### config.mk
export PLATFORM = sky130hd
export DESIGN_NAME = csa_multibyte_sequencer
export DESIGN_NICKNAME = d
export VERILOG_FILES = /design/src/rtl/csa_pkg.sv /design/src/rtl/csa8_slice.sv /design/src/rtl/csa_multibyte_sequencer.sv
export SDC_FILE = /design/constraint.sdc
export NUM_CORES = 1
export LEC_CHECK = 0
export ABC_CLOCK_PERIOD_IN_PS = 4500
export BUFFER_PORTS_ARGS = -buffer_cell sky130_fd_sc_hd__buf_2
export CORE_MARGIN = 2
export CORE_UTILIZATION = 43
export DETAILED_ROUTE_END_ITERATION = 8
export GPL_ROUTABILITY_DRIVEN = 0
export HOLD_SLACK_MARGIN = 0.06
export PLACE_DENSITY_LB_ADDON = 0.12
export SLEW_MARGIN = 10
export SYNTH_ARGS = -nofsm -noshare
export SYNTH_HDL_FRONTEND = slang
export SYNTH_SLANG_ARGS = --single-unit
### constraint.sdc
create_clock -name clk -period 4.5 [get_ports clk]
set_clock_uncertainty 0.2 [all_clocks]
set_input_delay 0.45 -clock clk [delete_from_list [all_inputs] [get_ports clk]]
set_output_delay 0.45 -clock clk [all_outputs]
set_load 0.05 [all_outputs]
### src/rtl/csa_pkg.sv
// ---------------------------------------------------------------------------
// csa_pkg
// Shared types and constants for the multibyte carry-skip adder sequencer.
//   CSA_BYTE_W  : width of one operand byte handled per cycle
//   CSA_BLK_W   : width of one carry-skip block inside the byte slice
//   seq_state_t : sequencer state (IDLE = waiting for byte 0, ACCUM = mid-op)
//   csa_byte_t  : one operand / sum byte
// ---------------------------------------------------------------------------
package csa_pkg;

    localparam int CSA_BYTE_W = 8;
    localparam int CSA_BLK_W  = 4;

    typedef enum logic {
        IDLE  = 1'b0,
        ACCUM = 1'b1
    } seq_state_t;

    typedef logic [CSA_BYTE_W-1:0] csa_byte_t;

endpackage

### src/rtl/csa8_slice.sv
// ---------------------------------------------------------------------------
// csa8_slice
// Combinational 8-bit carry-skip adder built from two 4-bit ripple blocks.
// Each block computes its ripple carry and a block propagate; when every bit
// of the block propagates, the block carry-in is passed straight through.
// Ports:
//   a, b  : 8-bit addends
//   cin   : carry into bit 0
//   sum   : 8-bit sum
//   cout  : carry out of bit 7
// ---------------------------------------------------------------------------
module csa8_slice
    import csa_pkg::*;
(
    input  csa_byte_t a,
    input  csa_byte_t b,
    input  logic      cin,
    output csa_byte_t sum,
    output logic      cout
);

    localparam int NBLK = CSA_BYTE_W / CSA_BLK_W;

    logic blk_c;
    logic blk_cin;
    logic rip_c;
    logic blk_p;
    logic bit_p;

    always_comb begin
        sum     = '0;
        blk_c   = cin;
        blk_cin = 1'b0;
        rip_c   = 1'b0;
        blk_p   = 1'b0;
        bit_p   = 1'b0;
        for (int blk = 0; blk < NBLK; blk++) begin
            blk_cin = blk_c;
            rip_c   = blk_c;
            blk_p   = 1'b1;
            for (int i = 0; i < CSA_BLK_W; i++) begin
                bit_p = a[blk*CSA_BLK_W + i] ^ b[blk*CSA_BLK_W + i];
                sum[blk*CSA_BLK_W + i] = bit_p ^ rip_c;
                rip_c = (a[blk*CSA_BLK_W + i] & b[blk*CSA_BLK_W + i]) | (bit_p & rip_c);
                blk_p = blk_p & bit_p;
            end
            // Skip mux: a fully propagating block forwards its carry-in.
            blk_c = blk_p ? blk_cin : rip_c;
        end
        cout = blk_c;
    end

endmodule

### src/rtl/csa_multibyte_sequencer.sv
// ---------------------------------------------------------------------------
// csa_multibyte_sequencer
// Adds two NBYTES-wide operands presented as a stream of byte pairs, least
// significant byte first. One csa8_slice handles a byte per cycle; the carry
// between bytes is held in a register. Sum bytes leave through a single-entry
// registered output with valid/ready; the final carry-out and signed overflow
// are reported with the last byte.
//
// Optional feature: define CSA_SEQ_SUB_EN to add the in_sub port. in_sub is
// captured with byte 0 and selects A-B (two's complement) for the whole op.
//
// Ports:
//   clk, rst              : clock, synchronous active-high reset
//   in_valid/in_ready     : input byte-pair handshake
//   in_a, in_b            : operand bytes, LSB first
//   in_sub                : subtract select (only with CSA_SEQ_SUB_EN)
//   out_valid/out_ready   : output byte handshake
//   out_sum               : sum byte
//   out_last              : marks byte NBYTES-1
//   out_cout, out_ovf     : final carry-out / signed overflow (0 unless last)
//   busy                  : an operation is partially accepted
// ---------------------------------------------------------------------------
module csa_multibyte_sequencer
    import csa_pkg::*;
#(
    parameter int NBYTES = 4
) (
    input  logic      clk,
    input  logic      rst,
    input  logic      in_valid,
    output logic      in_ready,
    input  csa_byte_t in_a,
    input  csa_byte_t in_b,
`ifdef CSA_SEQ_SUB_EN
    input  logic      in_sub,
`endif
    output logic      out_valid,
    input  logic      out_ready,
    output csa_byte_t out_sum,
    output logic      out_last,
    output logic      out_cout,
    output logic      out_ovf,
    output logic      busy
);

    localparam int                IDX_W    = (NBYTES > 1) ? $clog2(NBYTES) : 1;
    localparam logic [IDX_W-1:0]  LAST_IDX = IDX_W'(NBYTES - 1);

    seq_state_t       state_q, state_d;
    logic [IDX_W-1:0] idx_q, idx_d;
    logic             carry_q, carry_d;
    logic             out_valid_q, out_valid_d;
    csa_byte_t        out_sum_q, out_sum_d;
    logic             out_last_q, out_last_d;
    logic             out_cout_q, out_cout_d;
    logic             out_ovf_q, out_ovf_d;
`ifdef CSA_SEQ_SUB_EN
    logic             sub_q, sub_d;
`endif

    logic      in_fire;
    logic      out_fire;
    logic      first_byte;
    logic      last_byte;
    logic      sub_eff;
    csa_byte_t b_eff;
    logic      slice_cin;
    csa_byte_t slice_sum;
    logic      slice_cout;

    // Output register accepts a new byte whenever it is empty or draining.
    assign in_ready = !out_valid_q | out_ready;
    assign in_fire  = in_valid & in_ready;
    assign out_fire = out_valid_q & out_ready;

    assign first_byte = (idx_q == '0);
    assign last_byte  = (idx_q == LAST_IDX);

`ifdef CSA_SEQ_SUB_EN
    // Byte 0 uses the live in_sub; later bytes use the value latched with it.
    assign sub_eff = first_byte ? in_sub : sub_q;
`else
    assign sub_eff = 1'b0;
`endif

    assign b_eff     = in_b ^ {CSA_BYTE_W{sub_eff}};
    assign slice_cin = first_byte ? sub_eff : carry_q;

    csa8_slice u_slice (
        .a    (in_a),
        .b    (b_eff),
        .cin  (slice_cin),
        .sum  (slice_sum),
        .cout (slice_cout)
    );

    always_comb begin
        state_d     = state_q;
        idx_d       = idx_q;
        carry_d     = carry_q;
        out_valid_d = out_valid_q;
        out_sum_d   = out_sum_q;
        out_last_d  = out_last_q;
        out_cout_d  = out_cout_q;
        out_ovf_d   = out_ovf_q;
`ifdef CSA_SEQ_SUB_EN
        sub_d       = sub_q;
        if (in_fire && first_byte) begin
            sub_d = in_sub;
        end
`endif
        if (in_fire) begin
            out_valid_d = 1'b1;
            out_sum_d   = slice_sum;
            out_last_d  = last_byte;
            if (last_byte) begin
                out_cout_d = slice_cout;
                out_ovf_d  = (in_a[CSA_BYTE_W-1] == b_eff[CSA_BYTE_W-1]) &
                             (slice_sum[CSA_BYTE_W-1] != in_a[CSA_BYTE_W-1]);
                idx_d      = '0;
                carry_d    = 1'b0;
                state_d    = IDLE;
            end else begin
                out_cout_d = 1'b0;
                out_ovf_d  = 1'b0;
                idx_d      = idx_q + IDX_W'(1);
                carry_d    = slice_cout;
                state_d    = ACCUM;
            end
        end else if (out_fire) begin
            out_valid_d = 1'b0;
        end
    end

    always_ff @(posedge clk) begin
        if (rst) begin
            state_q     <= IDLE;
            idx_q       <= '0;
            carry_q     <= 1'b0;
            out_valid_q <= 1'b0;
            out_sum_q   <= '0;
            out_last_q  <= 1'b0;
            out_cout_q  <= 1'b0;
            out_ovf_q   <= 1'b0;
`ifdef CSA_SEQ_SUB_EN
            sub_q       <= 1'b0;
`endif
        end else begin
            state_q     <= state_d;
            idx_q       <= idx_d;
            carry_q     <= carry_d;
            out_valid_q <= out_valid_d;
            out_sum_q   <= out_sum_d;
            out_last_q  <= out_last_d;
            out_cout_q  <= out_cout_d;
            out_ovf_q   <= out_ovf_d;
`ifdef CSA_SEQ_SUB_EN
            sub_q       <= sub_d;
`endif
        end
    end

    assign out_valid = out_valid_q;
    assign out_sum   = out_sum_q;
    assign out_last  = out_last_q;
    assign out_cout  = out_cout_q;
    assign out_ovf   = out_ovf_q;
    assign busy      = (state_q == ACCUM);

endmodule

=== Word-level counts from Yosys, hierarchy flattened ===
Cells that the tools add are included.

* Add/sub/neg operators: 1
* $mul: 0
* Divide/modulo/power cells: 0
* Magnitude comparators: 0
* Eq/ne operators: 3
* Shift operators: 0
* Muxes and demuxes: 10
* Bitwise gates (word level): 50
* Reduce and logical (&&, ||, !) cells: 3

{| class="wikitable"
|+ Operators with widths
! operator !! count
|-
| $and 1x1->1 || 25
|-
| $xor 1x1->1 || 16
|-
| $mux 1 || 9
|-
| $or 1x1->1 || 9
|-
| $add 2x1->2 const B || 1
|-
| $eq 2x2->1 const B || 1
|-
| $logic_not 2->1 || 1
|-
| $mux 2 || 1
|-
| $reduce_bool 2->1 || 1
|-
| $eq 1x1->1 || 1
|-
| $logic_not 1->1 || 1
|-
| $ne 1x1->1 || 1
|}

* Flip-flop bits (word level): 16
* Bits in latches: 0
* Memory bits (writable): 0
* Memory bits (read-only): 0
* Bits of input ports: 20
* Output and inout port bits: 14
* Word-level logic and storage cells: 75
* Memories kept: 0

=== Longest topological paths before layout ===
* Depth in word-level cells: 21
* Mapped depth: 15

=== By module ===
From an unflattened synthesis, not the netlist that was laid out.

* Cells, all modules: 109
* Area, all modules: 1011.0 µm²

{| class="wikitable"
|+ Modules (own cells, without submodules)
! module !! instances !! cells an instance !! area an instance (µm²)
|-
| csa_multibyte_sequencer || 1 || 79 || 678.2
|-
| csa8_slice || 1 || 30 || 332.8
|}

=== Worst setup path before layout ===
OpenSTA, ideal clock, no wires.

* Path kind: register -> register
* Start point: register idx_q[0]
* End point: register out_ovf_q, in the netlist out_ovf
* Setup time: 0.067 ns
* Arrival: 4.590 ns
* Path slack: -0.358 ns
* Stages on the path, launching flop included: 16
* Path buffers: 0
* Period minus slack after synthesis: 4.858 ns
* Cells stage by stage: dfxtp_1 > inv_1 > ha_1 > nor2b_1 > fa_1 > fa_1 > fa_1 > fa_1 > mux2_2 > fa_1 > fa_1 > fa_1 > fa_1 > xnor2_1 > or4_4 > a21oi_2

* Longest elaborated chain between the ends: 21

{| class="wikitable"
|+ Ends and longest elaborated chain
! element !! RTL line !! source
|-
| from (decl) || csa_multibyte_sequencer.sv:50 || <nowiki>logic [IDX_W-1:0] idx_q, idx_d;</nowiki>
|-
| from (signal assigned) || csa_multibyte_sequencer.sv:150 || <nowiki>idx_q <= idx_d;</nowiki>
|-
| $logic_not 2->1 * || csa_multibyte_sequencer.sv:76 || <nowiki>assign first_byte = (idx_q == '0);</nowiki>
|-
| $mux 1 * || csa_multibyte_sequencer.sv:87 || <nowiki>assign slice_cin = first_byte ? sub_eff : carry_q;</nowiki>
|-
| $and 1x1->1 || csa8_slice.sv:44 || <nowiki>rip_c = (a[blk*CSA_BLK_W + i] & b[blk*CSA_BLK_W + i]) | (bit_p & rip_c);</nowiki>
|-
| $or 1x1->1 || csa8_slice.sv:44 ||
|-
| $and 1x1->1 || csa8_slice.sv:44 ||
|-
| $or 1x1->1 || csa8_slice.sv:44 ||
|-
| $and 1x1->1 || csa8_slice.sv:44 ||
|-
| $or 1x1->1 || csa8_slice.sv:44 ||
|-
| [... 6 more ...] || - ||
|-
| $or 1x1->1 * || csa8_slice.sv:44 ||
|-
| $and 1x1->1 * || csa8_slice.sv:44 ||
|-
| $or 1x1->1 * || csa8_slice.sv:44 ||
|-
| $xor 1x1->1 * || csa8_slice.sv:43 || <nowiki>sum[blk*CSA_BLK_W + i] = bit_p ^ rip_c;</nowiki>
|-
| named net slice_sum[7] || csa_multibyte_sequencer.sv:68 || <nowiki>csa_byte_t slice_sum;</nowiki>
|-
| $ne 1x1->1 * || csa_multibyte_sequencer.sv:119 || <nowiki>(slice_sum[CSA_BYTE_W-1] != in_a[CSA_BYTE_W-1]);</nowiki>
|-
| $and 1x1->1 * || csa_multibyte_sequencer.sv:118 || <nowiki>out_ovf_d = (in_a[CSA_BYTE_W-1] == b_eff[CSA_BYTE_W-1]) &</nowiki>
|-
| $mux 1 * || csa_multibyte_sequencer.sv:116 || <nowiki>if (last_byte) begin</nowiki>
|-
| to (signal assigned) || csa_multibyte_sequencer.sv:156 || <nowiki>out_ovf_q <= out_ovf_d;</nowiki>
|-
| to (decl) || csa_multibyte_sequencer.sv:56 || <nowiki>logic out_ovf_q, out_ovf_d;</nowiki>
|}

Mark *: on every way through the listed nets, which the timed path passes. The rest lies on a longest branch.
A chain may end at the register's enable or synchronous reset.

=== Worst setup path in the final report ===
Ends and elaborated chain as after synthesis.

==> summary.md <==
| Metric | Value |
|---|---|
| Status | finished with violations |
| Failing checks | negative setup slack |
| Netlist cell types | 22 |
| Max Transition Viols Final | 0 |
| RSZ-0062 raised after global routing | true |
| Cell count after synthesis | between 90 and 100 |
| Worst setup path class | register to register |
| Setup violators final | 1 |
| Initial DRC count | 4 |
| Startpoint Class | register |
| Final instance area | between 1000 and 1500 µm² |
| Number of synthesized register bits | 16 |
| Filler Cells Inserted | roughly 190 |
| Crit path DAT | approximately 4.7 ns |
| Ant diodes | 0 |
| HP Class | input port to register |
| Clock Path Buffers | 2 |
| I/O pin cnt | 34 |
| Most frequent cells in the layout | buf_2 (33), nand2_1 (24), dfxtp_1 (15) |
| Initial antenna violation count | 0 |
| Worst slew pin tran | about 0.55 ns |
| Die area | 2560 µm² |
| Vias in the first global route | 779 |
| Vert. Die Dim | 50.6 µm |
| Row count | 16 |
| Grt met2 use | 0.289 |
| Crit path max fanout | 2 |
| Multi-input gate area | 611 µm² |
| Final wirelength | approximately 1900 µm |
| Critical Path RT | roughly 4.5 ns |
| Seq/Total Area, Yosys | 0.344 |
| Final period util | 1.04 |
| Initial Util | 0.466 |
| Clock slew at reported path FFs | about 0.090 ns |
| Max_cap viols | 0 |
| Crit-path most repeated cell | fa_2 |
| Core area | ~2000 µm² |
| Endpoints failing hold | 0 |
| GRT Overall Usage | 0.159 |
| Register Area | between 300 and 400 µm² |
| Syn_nets | roughly 140 |
| # DRC | 0 |
| Routing usage on met1 | 0.184 |
| Number of port buffers | 33 |
| VDD IR max | 153 µV |
| Syn Area/Cell | 9.61 µm² |
| Setup TNS | -0.194 ns |
| Die width | roughly 51 µm |
| Final HPWL from detailed placement | 1460 µm |
| Global route hottest layer | met2 |
| GR Overflow Total | 0 |
| Relative slew slack | 0.635 |
| Worst setup margin | -0.194 ns |
| CTS tree | done |
| DR WL/cell | 11.6 µm |
| Fin crit period | around 4.7 ns |
| First-pass GRT wire length | roughly 3200 µm |
| Worst-Skew Late Latency | between 0.2 and 0.3 ns |
| Min Hold Slack | between 0.2 and 0.25 ns |
| Largest net degree at the start of global routing | 17 |
| Hold Buf Count CTS | 0 |
| First-pass iteration count of the detailed router | 2 |
| Post-DP Area | roughly 1200 µm² |
| Post-CTS Setup Bufs | 0 |
| Crit-path max cell delay | around 0.47 ns |
| Commonest non-fill, non-tap cell in the layout | buf_2 |
| Area delta synth->final | 31.7% |
| Total CTS buffers | 3 |
| Nets | roughly 170 |
| CTS root buffer | clkbuf_4 |
| Via density | roughly 4.8 |
| WP buf/inv | 1 |
| CP max-delay cell | fa_1 |
| Leak pwr | around 0.57 nW |
| CTS sink count | 16 |
| Warnings, synthesis | 0 |
| Fmax | 213 MHz |
| Power Density | 299 nW/µm² |
| DR vias | about 790 |
| M3 GR Usage | 0.0238 |
| H-tree levels | 1 |
| Ordered list of cells on the worst path | inv_2 -> ha_1 -> nor2b_1 -> fa_2 -> fa_2 -> fa_2 -> fa_2 -> mux2_4 -> fa_2 -> fa_2 -> fa_2 -> fa_1 -> xnor2_1 -> or4_4 -> a21oi_2 |
| Cell Area, Synth | between 900 and 1000 µm² |
| Share of cells above drive strength 1 | 0.437 |
| Dominant delay contributor by cell family on the critical path | adder cells |
| Final antenna-violating net count | 0 |
| Worst setup EP type | register |
## cell usage after synthesis, drive strengths merged
cell type,instances,share of area
nand4,2,0.013
nand3,1,0.0054
a21oi,15,0.085
or4,1,0.012
a211oi,1,0.0081
fa,8,0.17
xnor2,1,0.0094
clkbuf,3,0.012
ha,10,0.13
buf,2,0.011
mux2,1,0.012
and2,1,0.0067
o2111ai,2,0.019
nor2b,1,0.0067
dfxtp,16,0.34
nand2b,2,0.021
nor2,1,0.0040
inv,4,0.016
nand2,25,0.11
## cells by family (layout without fill, tap and decap cells)
kind of cell	Yosys count	after routing	synth area share
AOI/OAI and AO/OA	18	18	0.111
adders and majority gates	18	18	0.306
DFF	16	16	0.344
xor gates and xnor gates	1	1	0.00940
buffers and inverters	9	47	0.0389
muxes	1	1	0.0121
and+or+nand+nor	34	34	0.179
## cell type report
cell class	count	share of cell area
multi-input combinational	72	0.497
sequential	16	0.262
timing repair buffer	39	0.171
clock buffer	4	0.0296
tap	27	0.0275
inverter	4	0.0122
## through the flow
step	utilization	total power [mW]	setup WS (ns)	cells
4_1_cts	0.604	0.369	-0.259	162
2_1_floorplan	-	0.235	-0.133	97
3_3_place_gp	0.586	0.272	-0.221	158
5_1_grt	0.613	0.389	-0.324	162
6_report	0.613	0.366	-0.194	162
3_5_place_dp	0.586	0.274	-0.321	158
## power by group
| group | internal [mW] | switching (mW) | leakage (nW) |
|---|---|---|---|
| clock | 0.0491 | 0.0449 | 0.0210 |
| sequential | 0.152 | 0.00482 | 0.132 |
| combinational | 0.0427 | 0.0728 | 0.414 |
## sequential cells by signal, summed over array words and instances, names as in the netlist
register and flops:
out_sum 8, idx_q 2, busy 1, carry_q 1
out_cout 1, out_last 1, out_ovf 1, out_valid 1
## metal layers
metal	part of all wire	vias to the layer above
li1	-	394
met1	0.44	366
met2	0.49	23
met3	0.053	2
met4	0.010	0
met5	0	-
## final timing paths
check	from	endpoint	slack [ns]	depth (start not counted)
setup / recovery	idx_q[0]	out_ovf	-0.19	15
hold / removal	in_valid	out_valid	0.23	3
setup reg to reg	idx_q[0]	out_ovf	-0.19	15
hold reg to reg	carry_q	carry_q	0.25	2
## repair_timing
item,4_1_cts,5_1_grt
endpoints found under the setup margin,1,3
gates resized for setup,0,5
pin swaps,1,0
## worst reg2reg max path, delay by kind of cell (launching register included)
family / cells / cell delay, ns
compound gates: 1 / 0.14
flops: 1 / 0.33
mux: 1 / 0.27
simple gates: 2 / 0.48
xor+xnor: 1 / 0.15
buf+inv: 1 / 0.05
fa+ha+maj: 9 / 3.02
Note: power is estimated with default switching activity, not from simulation.
